--- src/rtl/mult4_ex_unit_pkg.sv ---
// Shared types and widths for the EX-stage multi-cycle multiplier.
package mult4_ex_unit_pkg;

  localparam int unsigned DATA_W   = 32;
  localparam int unsigned N_CYCLES = 4;
  localparam int unsigned CHUNK_W  = DATA_W / N_CYCLES;
  localparam int unsigned CNT_W    = (N_CYCLES > 1) ? $clog2(N_CYCLES) : 1;
  localparam int unsigned ACC_W    = 2 * DATA_W;

  typedef enum logic [1:0] {
    ST_IDLE = 2'd0,
    ST_BUSY = 2'd1,
    ST_DONE = 2'd2
  } state_e;

  // Absolute value; the most negative input maps to 2^(DATA_W-1), still exact unsigned.
  function automatic logic [DATA_W-1:0] magnitude(input logic [DATA_W-1:0] v,
                                                  input logic              is_signed);
    return (is_signed && v[DATA_W-1]) ? -v : v;
  endfunction

endpackage

--- src/rtl/mult4_ex_unit_if.sv ---
// Operand/result/stall bundle between the ID/EX stage and the multiplier.
interface mult4_ex_unit_if;
  import mult4_ex_unit_pkg::*;

  logic                start;
  logic                is_signed;
  logic                flush;
  logic [DATA_W-1:0]   op_a;
  logic [DATA_W-1:0]   op_b;
  logic                stall;
  logic                busy;
  logic                done;
  logic [ACC_W-1:0]    result;

  modport master (
    output start, is_signed, flush, op_a, op_b,
    input  stall, busy, done, result
  );

  modport slave (
    input  start, is_signed, flush, op_a, op_b,
    output stall, busy, done, result
  );

endinterface

--- src/rtl/mult4_ex_unit_chunk_step.sv ---
// One shift-add iteration: adds mcand*chunk, aligned to chunk position cnt, into the accumulator.
module mult4_ex_unit_chunk_step
  import mult4_ex_unit_pkg::*;
(
  input  logic [DATA_W-1:0]  mcand,
  input  logic [CHUNK_W-1:0] chunk,
  input  logic [CNT_W-1:0]   cnt,
  input  logic [ACC_W-1:0]   acc_in,
  output logic [ACC_W-1:0]   acc_out
);

  logic [ACC_W-1:0] partial;

  always_comb begin
    partial = ACC_W'(mcand) * ACC_W'(chunk);
    acc_out = acc_in + (partial << (32'(cnt) * CHUNK_W));
  end

endmodule

--- src/rtl/mult4_ex_unit.sv ---
// EX-stage multi-cycle multiplier: IDLE/BUSY/DONE control, operand latches and result register.
module mult4_ex_unit
  import mult4_ex_unit_pkg::*;
(
  input  logic           clk,
  input  logic           arst_n,
  mult4_ex_unit_if.slave bus
);

  state_e             state_q, state_d;
  logic [CNT_W-1:0]   cnt_q, cnt_d;
  logic [ACC_W-1:0]   acc_q, acc_d;
  logic [DATA_W-1:0]  mcand_q, mcand_d;
  logic [DATA_W-1:0]  mplier_q, mplier_d;
  logic               neg_q, neg_d;
  logic [ACC_W-1:0]   result_q, result_d;
  logic               done_q, done_d;
  logic               busy_q, busy_d;
  logic               stall_c;
  logic [ACC_W-1:0]   step_acc;

  // Multiplier is consumed LSB-first by shifting it down one chunk per iteration.
  mult4_ex_unit_chunk_step u_step (
    .mcand   (mcand_q),
    .chunk   (mplier_q[CHUNK_W-1:0]),
    .cnt     (cnt_q),
    .acc_in  (acc_q),
    .acc_out (step_acc)
  );

  always_comb begin
    state_d  = state_q;
    cnt_d    = cnt_q;
    acc_d    = acc_q;
    mcand_d  = mcand_q;
    mplier_d = mplier_q;
    neg_d    = neg_q;
    result_d = result_q;
    stall_c  = 1'b0;

    case (state_q)
      ST_IDLE: begin
        if (bus.start && !bus.flush) begin
          stall_c  = 1'b1;
          mcand_d  = magnitude(bus.op_a, bus.is_signed);
          mplier_d = magnitude(bus.op_b, bus.is_signed);
          neg_d    = (bus.op_a[DATA_W-1] ^ bus.op_b[DATA_W-1]) & bus.is_signed;
          acc_d    = '0;
          cnt_d    = '0;
          state_d  = ST_BUSY;
        end
      end
      ST_BUSY: begin
        if (bus.flush) begin
          cnt_d   = '0;
          state_d = ST_IDLE;
        end else begin
          stall_c  = 1'b1;
          acc_d    = step_acc;
          mplier_d = mplier_q >> CHUNK_W;
          cnt_d    = cnt_q + CNT_W'(1);
          if (cnt_q == CNT_W'(N_CYCLES - 1)) begin
            result_d = neg_q ? -step_acc : step_acc;
            cnt_d    = '0;
            state_d  = ST_DONE;
          end
        end
      end
      // start is ignored here so the held instruction is not issued twice
      ST_DONE: begin
        cnt_d   = '0;
        state_d = ST_IDLE;
      end
      default: begin
        cnt_d   = '0;
        state_d = ST_IDLE;
      end
    endcase

    done_d = (state_d == ST_DONE);
    busy_d = (state_d != ST_IDLE);
  end

  always_ff @(posedge clk or negedge arst_n) begin
    if (!arst_n) begin
      state_q  <= ST_IDLE;
      cnt_q    <= '0;
      acc_q    <= '0;
      mcand_q  <= '0;
      mplier_q <= '0;
      neg_q    <= 1'b0;
      result_q <= '0;
      done_q   <= 1'b0;
      busy_q   <= 1'b0;
    end else begin
      state_q  <= state_d;
      cnt_q    <= cnt_d;
      acc_q    <= acc_d;
      mcand_q  <= mcand_d;
      mplier_q <= mplier_d;
      neg_q    <= neg_d;
      result_q <= result_d;
      done_q   <= done_d;
      busy_q   <= busy_d;
    end
  end

  assign bus.stall  = stall_c;
  assign bus.busy   = busy_q;
  assign bus.done   = done_q;
  assign bus.result = result_q;

endmodule

--- src/flat_wrapper.sv ---
// flat-port wrapper written by rule: the top's interface ports become plain ports
module mult4_ex_unit_flat import mult4_ex_unit_pkg::*;
  (clk, arst_n, bus_start, bus_is_signed, bus_flush, bus_op_a, bus_op_b, bus_stall, bus_busy, bus_done, bus_result);
  mult4_ex_unit_if bus_i ();
  input  logic clk;
  input  logic arst_n;
  input wire logic [$bits(bus_i.start)-1:0] bus_start;
  input wire logic [$bits(bus_i.is_signed)-1:0] bus_is_signed;
  input wire logic [$bits(bus_i.flush)-1:0] bus_flush;
  input wire logic [$bits(bus_i.op_a)-1:0] bus_op_a;
  input wire logic [$bits(bus_i.op_b)-1:0] bus_op_b;
  output wire logic [$bits(bus_i.stall)-1:0] bus_stall;
  output wire logic [$bits(bus_i.busy)-1:0] bus_busy;
  output wire logic [$bits(bus_i.done)-1:0] bus_done;
  output wire logic [$bits(bus_i.result)-1:0] bus_result;
  assign bus_i.start = bus_start;
  assign bus_i.is_signed = bus_is_signed;
  assign bus_i.flush = bus_flush;
  assign bus_i.op_a = bus_op_a;
  assign bus_i.op_b = bus_op_b;
  assign bus_stall = bus_i.stall;
  assign bus_busy = bus_i.busy;
  assign bus_done = bus_i.done;
  assign bus_result = bus_i.result;
  mult4_ex_unit u_core (.clk(clk), .arst_n(arst_n), .bus(bus_i));
endmodule
--- config.mk ---
export PLATFORM = sky130hd
export DESIGN_NAME = mult4_ex_unit_flat
export DESIGN_NICKNAME = d
export VERILOG_FILES = /design/src/rtl/mult4_ex_unit_pkg.sv /design/src/rtl/mult4_ex_unit_if.sv /design/src/rtl/mult4_ex_unit_chunk_step.sv /design/src/rtl/mult4_ex_unit.sv /design/src/flat_wrapper.sv
export SDC_FILE = /design/constraint.sdc
export NUM_CORES = 1
export LEC_CHECK = 0
export CORE_MARGIN = 1
export CORE_UTILIZATION = 40
export DETAILED_ROUTE_END_ITERATION = 10
export GPL_TIMING_DRIVEN = 1
export PLACE_DENSITY = 0.55
export SETUP_SLACK_MARGIN = 0.3
export SLEW_MARGIN = 25
export SYNTH_ARGS = -nofsm -noshare
export SYNTH_HDL_FRONTEND = slang
export SYNTH_SLANG_ARGS = --single-unit
--- constraint.sdc ---
create_clock -name clk -period 11.3 [get_ports clk]
set_input_delay 2.26 -clock clk [delete_from_list [all_inputs] [get_ports clk]]
set_output_delay 2.26 -clock clk [all_outputs]
set_load 0.03 [all_outputs]
==> tab_implementation.tex <==
\begin{tabular}{lr}
\hline
Metric & Value \\
\hline
\multicolumn{2}{l}{\textbf{Synth}} \\
\quad Predominant post-synthesis flop cell & sky130\_fd\_sc\_hd\_\_dfrtp\_1 \\
\quad Synth area leaders & sky130\_fd\_sc\_hd\_\_dfrtp\_1 21\%, sky130\_fd\_sc\_hd\_\_fa\_1 15\%, sky130\_fd\_sc\_hd\_\_ha\_1 6.8\% \\
\quad Cell with the most instances after synthesis & sky130\_fd\_sc\_hd\_\_nand2\_1 \\
\quad Post-synthesis sequential area ratio & 0.212 \\
\quad Post-synth EDFFs & 0 \\
\quad Synth Area per Inst & 8.22 um\^{}2 \\
\quad FFs w/ async S/R, synth & 1.00 \\
\quad Yosys reg bits & 199 \\
\quad Share of the synthesized area in the top cell type & 0.212 \\
\quad Yosys warnings & 0 \\
\quad Synthesized cell area & 23,500 um\^{}2 \\
\quad Number of library cell types mapped by synthesis & 98 \\
\quad Cell taking the most area after synthesis & sky130\_fd\_sc\_hd\_\_dfrtp\_1 \\
\quad Net count of the mapped netlist & 3,235 \\
\quad List of most frequent post-synthesis cells & 344 x sky130\_fd\_sc\_hd\_\_nand2\_1, 251 x sky130\_fd\_sc\_hd\_\_inv\_1, 240 x sky130\_fd\_sc\_hd\_\_o21ai\_0, 222 x sky130\_fd\_sc\_hd\_\_and2\_1, 199 x sky130\_fd\_sc\_hd\_\_dfrtp\_1 \\
\quad Number of instances in the synthesized netlist & 2,858 \\
\multicolumn{2}{l}{\textbf{Global route}} \\
\quad Met1 global-route usage & 0.345 \\
\quad Global routing usage summed across all routing layers & 0.248 \\
\quad Wire length of the first global-routing pass & 116,000 um \\
\quad Met2 track demand over resource & 0.410 \\
\quad Most used routing layer in global routing & met2 \\
\quad Maximum number of pins on one net before global-route repair & 107 \\
\quad Initial antenna violation count & 3 \\
\quad Remaining global-route overflow & 0 \\
\quad Met3 usage & 0.0336 \\
\quad Vias in the first global route & 20,465 \\
\multicolumn{2}{l}{\textbf{Route}} \\
\quad Remaining DRCs & 0 \\
\quad Post-detailed-route count of antenna-violating nets & 0 \\
\quad Routed via count divided by cell count & 5.63 \\
\quad Iteration-0 DRC count of the detailed router & 1,634 \\
\quad Routed wirelength normalized by instance count & 19.9 um \\
\quad Total via count after detailed routing & 20,787 \\
\quad DRT Pass-1 Iters & 5 \\
\quad Wire length reported by the detailed router & 73,500 um \\
\multicolumn{2}{l}{\textbf{Cells and area}} \\
\quad Fraction of layout cells with a size suffix above 1 & 0.0482 \\
\quad Area grow syn2layout & 11.9\% \\
\quad Storage element area & 4980 um\^{}2 \\
\quad Area of combinational cells with multiple inputs & 17,000 um\^{}2 \\
\quad Number of filler cells placed in the layout & 5,861 \\
\quad Nets@finish & 3,289 \\
\multicolumn{2}{l}{\textbf{CTS}} \\
\quad Cell chosen for the clock root & sky130\_fd\_sc\_hd\_\_clkbuf\_16 \\
\quad Maximum buffer depth of the clock tree & 2 \\
\quad Quantity of hold-fixing buffers added after cts & 0 \\
\quad Clock insertion delay at the later pin of the skew report & 0.52 ns \\
\quad H-tree levels & 4 \\
\quad Total clock buffers created by CTS & 17 \\
\quad Clock tree from TritonCTS & done \\
\quad Clock-pin slew on the worst setup and hold paths & 0.08 ns \\
\quad Number of sinks on the clock net & 199 \\
\multicolumn{2}{l}{\textbf{Worst setup path}} \\
\quad Data required time at the worst endpoint & 11.70 ns \\
\quad Maximum fanout count along the critical path & 23 \\
\quad Worst setup SP type & flip-flop \\
\quad Start of the worst register-to-register path & u\_core.mplier\_q[5] \\
\quad Type of the worst setup path & reg -> reg \\
\quad Crit. End Element & flip-flop \\
\quad R2R Setup Slk & 0.67 ns \\
\quad Cell at the slowest stage of the critical path & sky130\_fd\_sc\_hd\_\_or4\_4 \\
\quad Top cell by count, worst path & sky130\_fd\_sc\_hd\_\_fa\_1 \\
\quad Capturing instance or port of the critical path & u\_core.bus.result[63] \\
\quad WP data arrival & 11.02 ns \\
\quad Peak per-stage delay on the critical path & 0.66 ns \\
\quad Reg-to-Reg End & u\_core.bus.result[63] \\
\quad Beginning of the critical path & u\_core.mplier\_q[5] \\
\quad Number of cell instances on the worst register-to-register path & 33 \\
\multicolumn{2}{l}{\textbf{Run status}} \\
\quad Outcome & finished clean \\
\multicolumn{2}{l}{\textbf{Timing}} \\
\quad Post-route clock period utilization & 0.940 \\
\quad Worst slew margin relative to its limit & 0.362 \\
\quad RSZ-0062 raised after global routing & false \\
\quad Slew at the pin with the worst max-slew slack & 0.956 ns \\
\quad Hold Fails Final Rpt & 0 \\
\quad Setup violators final & 0 \\
\quad Max Clk Rate & 94.1 MHz \\
\quad Max-slew violation total from the final report & 0 \\
\quad Maximum clock skew at final layout & 0.0231 ns \\
\quad Clock period minus final worst setup slack & 10.63 ns \\
\quad Total negative setup slack & 0 ns \\
\multicolumn{2}{l}{\textbf{Place}} \\
\quad Detailed Place HPWL & 58,400 um \\
\quad GPL Wtd Cong & 0.908 \\
\quad Port Buffers & 135 \\
\multicolumn{2}{l}{\textbf{Worst hold path}} \\
\quad Worst hold path type & reg -> reg \\
\multicolumn{2}{l}{\textbf{Floorplan}} \\
\quad Chip width & 244 um \\
\quad I/O pin cnt & 136 \\
\quad Die Y & 244 um \\
\quad Initial Utilization & 0.406 \\
\quad Area of the core & 57,900 um\^{}2 \\
\quad Number of rows in the core area & 88 \\
\quad Die Area & 59,700 um\^{}2 \\
\multicolumn{2}{l}{\textbf{Job}} \\
\quad Count of max-cap constraint violations & 0 \\
\hline
\end{tabular}
-- layer usage --
| metal | vias to the layer above | routed length, um |
|---|---|---|
| li1 | 9891 | - |
| met4 | 0 | 1100 |
| met1 | 10415 | 33600 |
| met2 | 427 | 35400 |
| met5 | - | 0 |
| met3 | 54 | 3340 |
-- worst max-delay path: cells and delay by family (launching register included) --
family                   cells  cell delay (ns)
AO/OA/AOI/OAI               12             3.04
multiplexers                 1             0.27
adder cells (fa/ha/maj)      6             2.82
buffers and inverters        3             0.43
flip-flops                   1             0.54
AND/OR/NAND/NOR              8             2.73
XOR/XNOR                     3             0.68
-- placed cells by master (no fill, tap or decap), drive strengths merged, types with 7 or more instances in the layout --
cell type,count
nand2,344
inv,260
o21ai,255
and2,222
dfrtp,199
fa,181
a21oi,177
nor2,152
clkdlybuf4s50,134
ha,127
xnor2,107
xor2,82
a21o,56
buf,52
a22o,44
nor3,43
nand3,42
o31ai,36
nand4,33
mux2i,31
or3,30
a211oi,25
o21bai,19
a31oi,19
clkbuf,19
nor4,18
o21a,17
o211ai,15
and3,13
o22ai,11
or4,10
o41ai,9
o31a,8
nand2b,8
nor3b,8
a2111oi,8
o311ai,8
a211o,7
a21boi,7
-- sequential cells by signal (all words and copies together), names as in the netlist --
signal / flops
u_core.mcand_q: 32
u_core.neg_q: 1
u_core.cnt_q: 2
u_core.bus.busy: 1
u_core.mplier_q: 32
u_core.bus.result: 64
u_core.bus.done: 1
u_core.acc_q: 64
u_core.state_q: 2
-- layout make-up --
cell class,instances,share of cell area
inverters,253,0.0361
flip-flops and latches,199,0.190
multi-input cells,2254,0.648
well taps,765,0.0364
repair buffers,187,0.0681
clock buffers,18,0.0163
diodes,1,0.0000952
clock inverters,14,0.00590
-- cells by family (layout without fill, tap and decap cells) --
kind of cell             after synthesis  after routing  share of synthesized area
AO/OA/AOI/OAI                        769            769                      0.211
AND/OR/NAND/NOR                      951            951                      0.201
XOR/XNOR                             189            189                     0.0711
flip-flops                           199            199                      0.212
adder cells (fa/ha/maj)              308            308                      0.222
other                                  0              1                          0
buffers and inverters                405            472                     0.0667
multiplexers                          37             37                     0.0166
-- stage by stage --
stage | cell area (um^2) | setup slack (ns) | util | hold slack (ns) | std cells
2_1_floorplan | 23500 | 1.74 | - | 0.445 | 2858
3_3_place_gp | 25600 | 0.513 | 0.442 | 0.457 | 3655
3_5_place_dp | 25700 | 0.494 | 0.443 | 0.461 | 3657
4_1_cts | 26200 | 0.418 | 0.453 | 0.479 | 3689
5_1_grt | 26300 | 0.308 | 0.454 | 0.508 | 3690
6_report | 26300 | 0.673 | 0.454 | 0.472 | 3691
-- worst min path at each step --
stage                                     start                    end  slack, ns  cells after the start
after global routing      u_core.bus.result[38]  u_core.bus.result[38]       0.51                      2
after detailed placement   u_core.bus.result[2]   u_core.bus.result[2]       0.46                      2
after floorplan             u_core.mplier_q[29]    u_core.mplier_q[29]       0.44                      2
after CTS                  u_core.bus.result[2]   u_core.bus.result[2]       0.48                      2
after global placement     u_core.bus.result[2]   u_core.bus.result[2]       0.46                      2
final                      u_core.bus.result[2]   u_core.bus.result[2]       0.47                      2
-- what timing repair did --
item                                    in CTS  in global routing
endpoints found under the setup margin       0                 22
gates resized for setup                      0                  9
buffers inserted                             0                  1
hold endpoints to repair                     0                  0
Power is not shown: default switching activity piles up to over one toggle a cycle in this logic, so the estimate is an artifact.
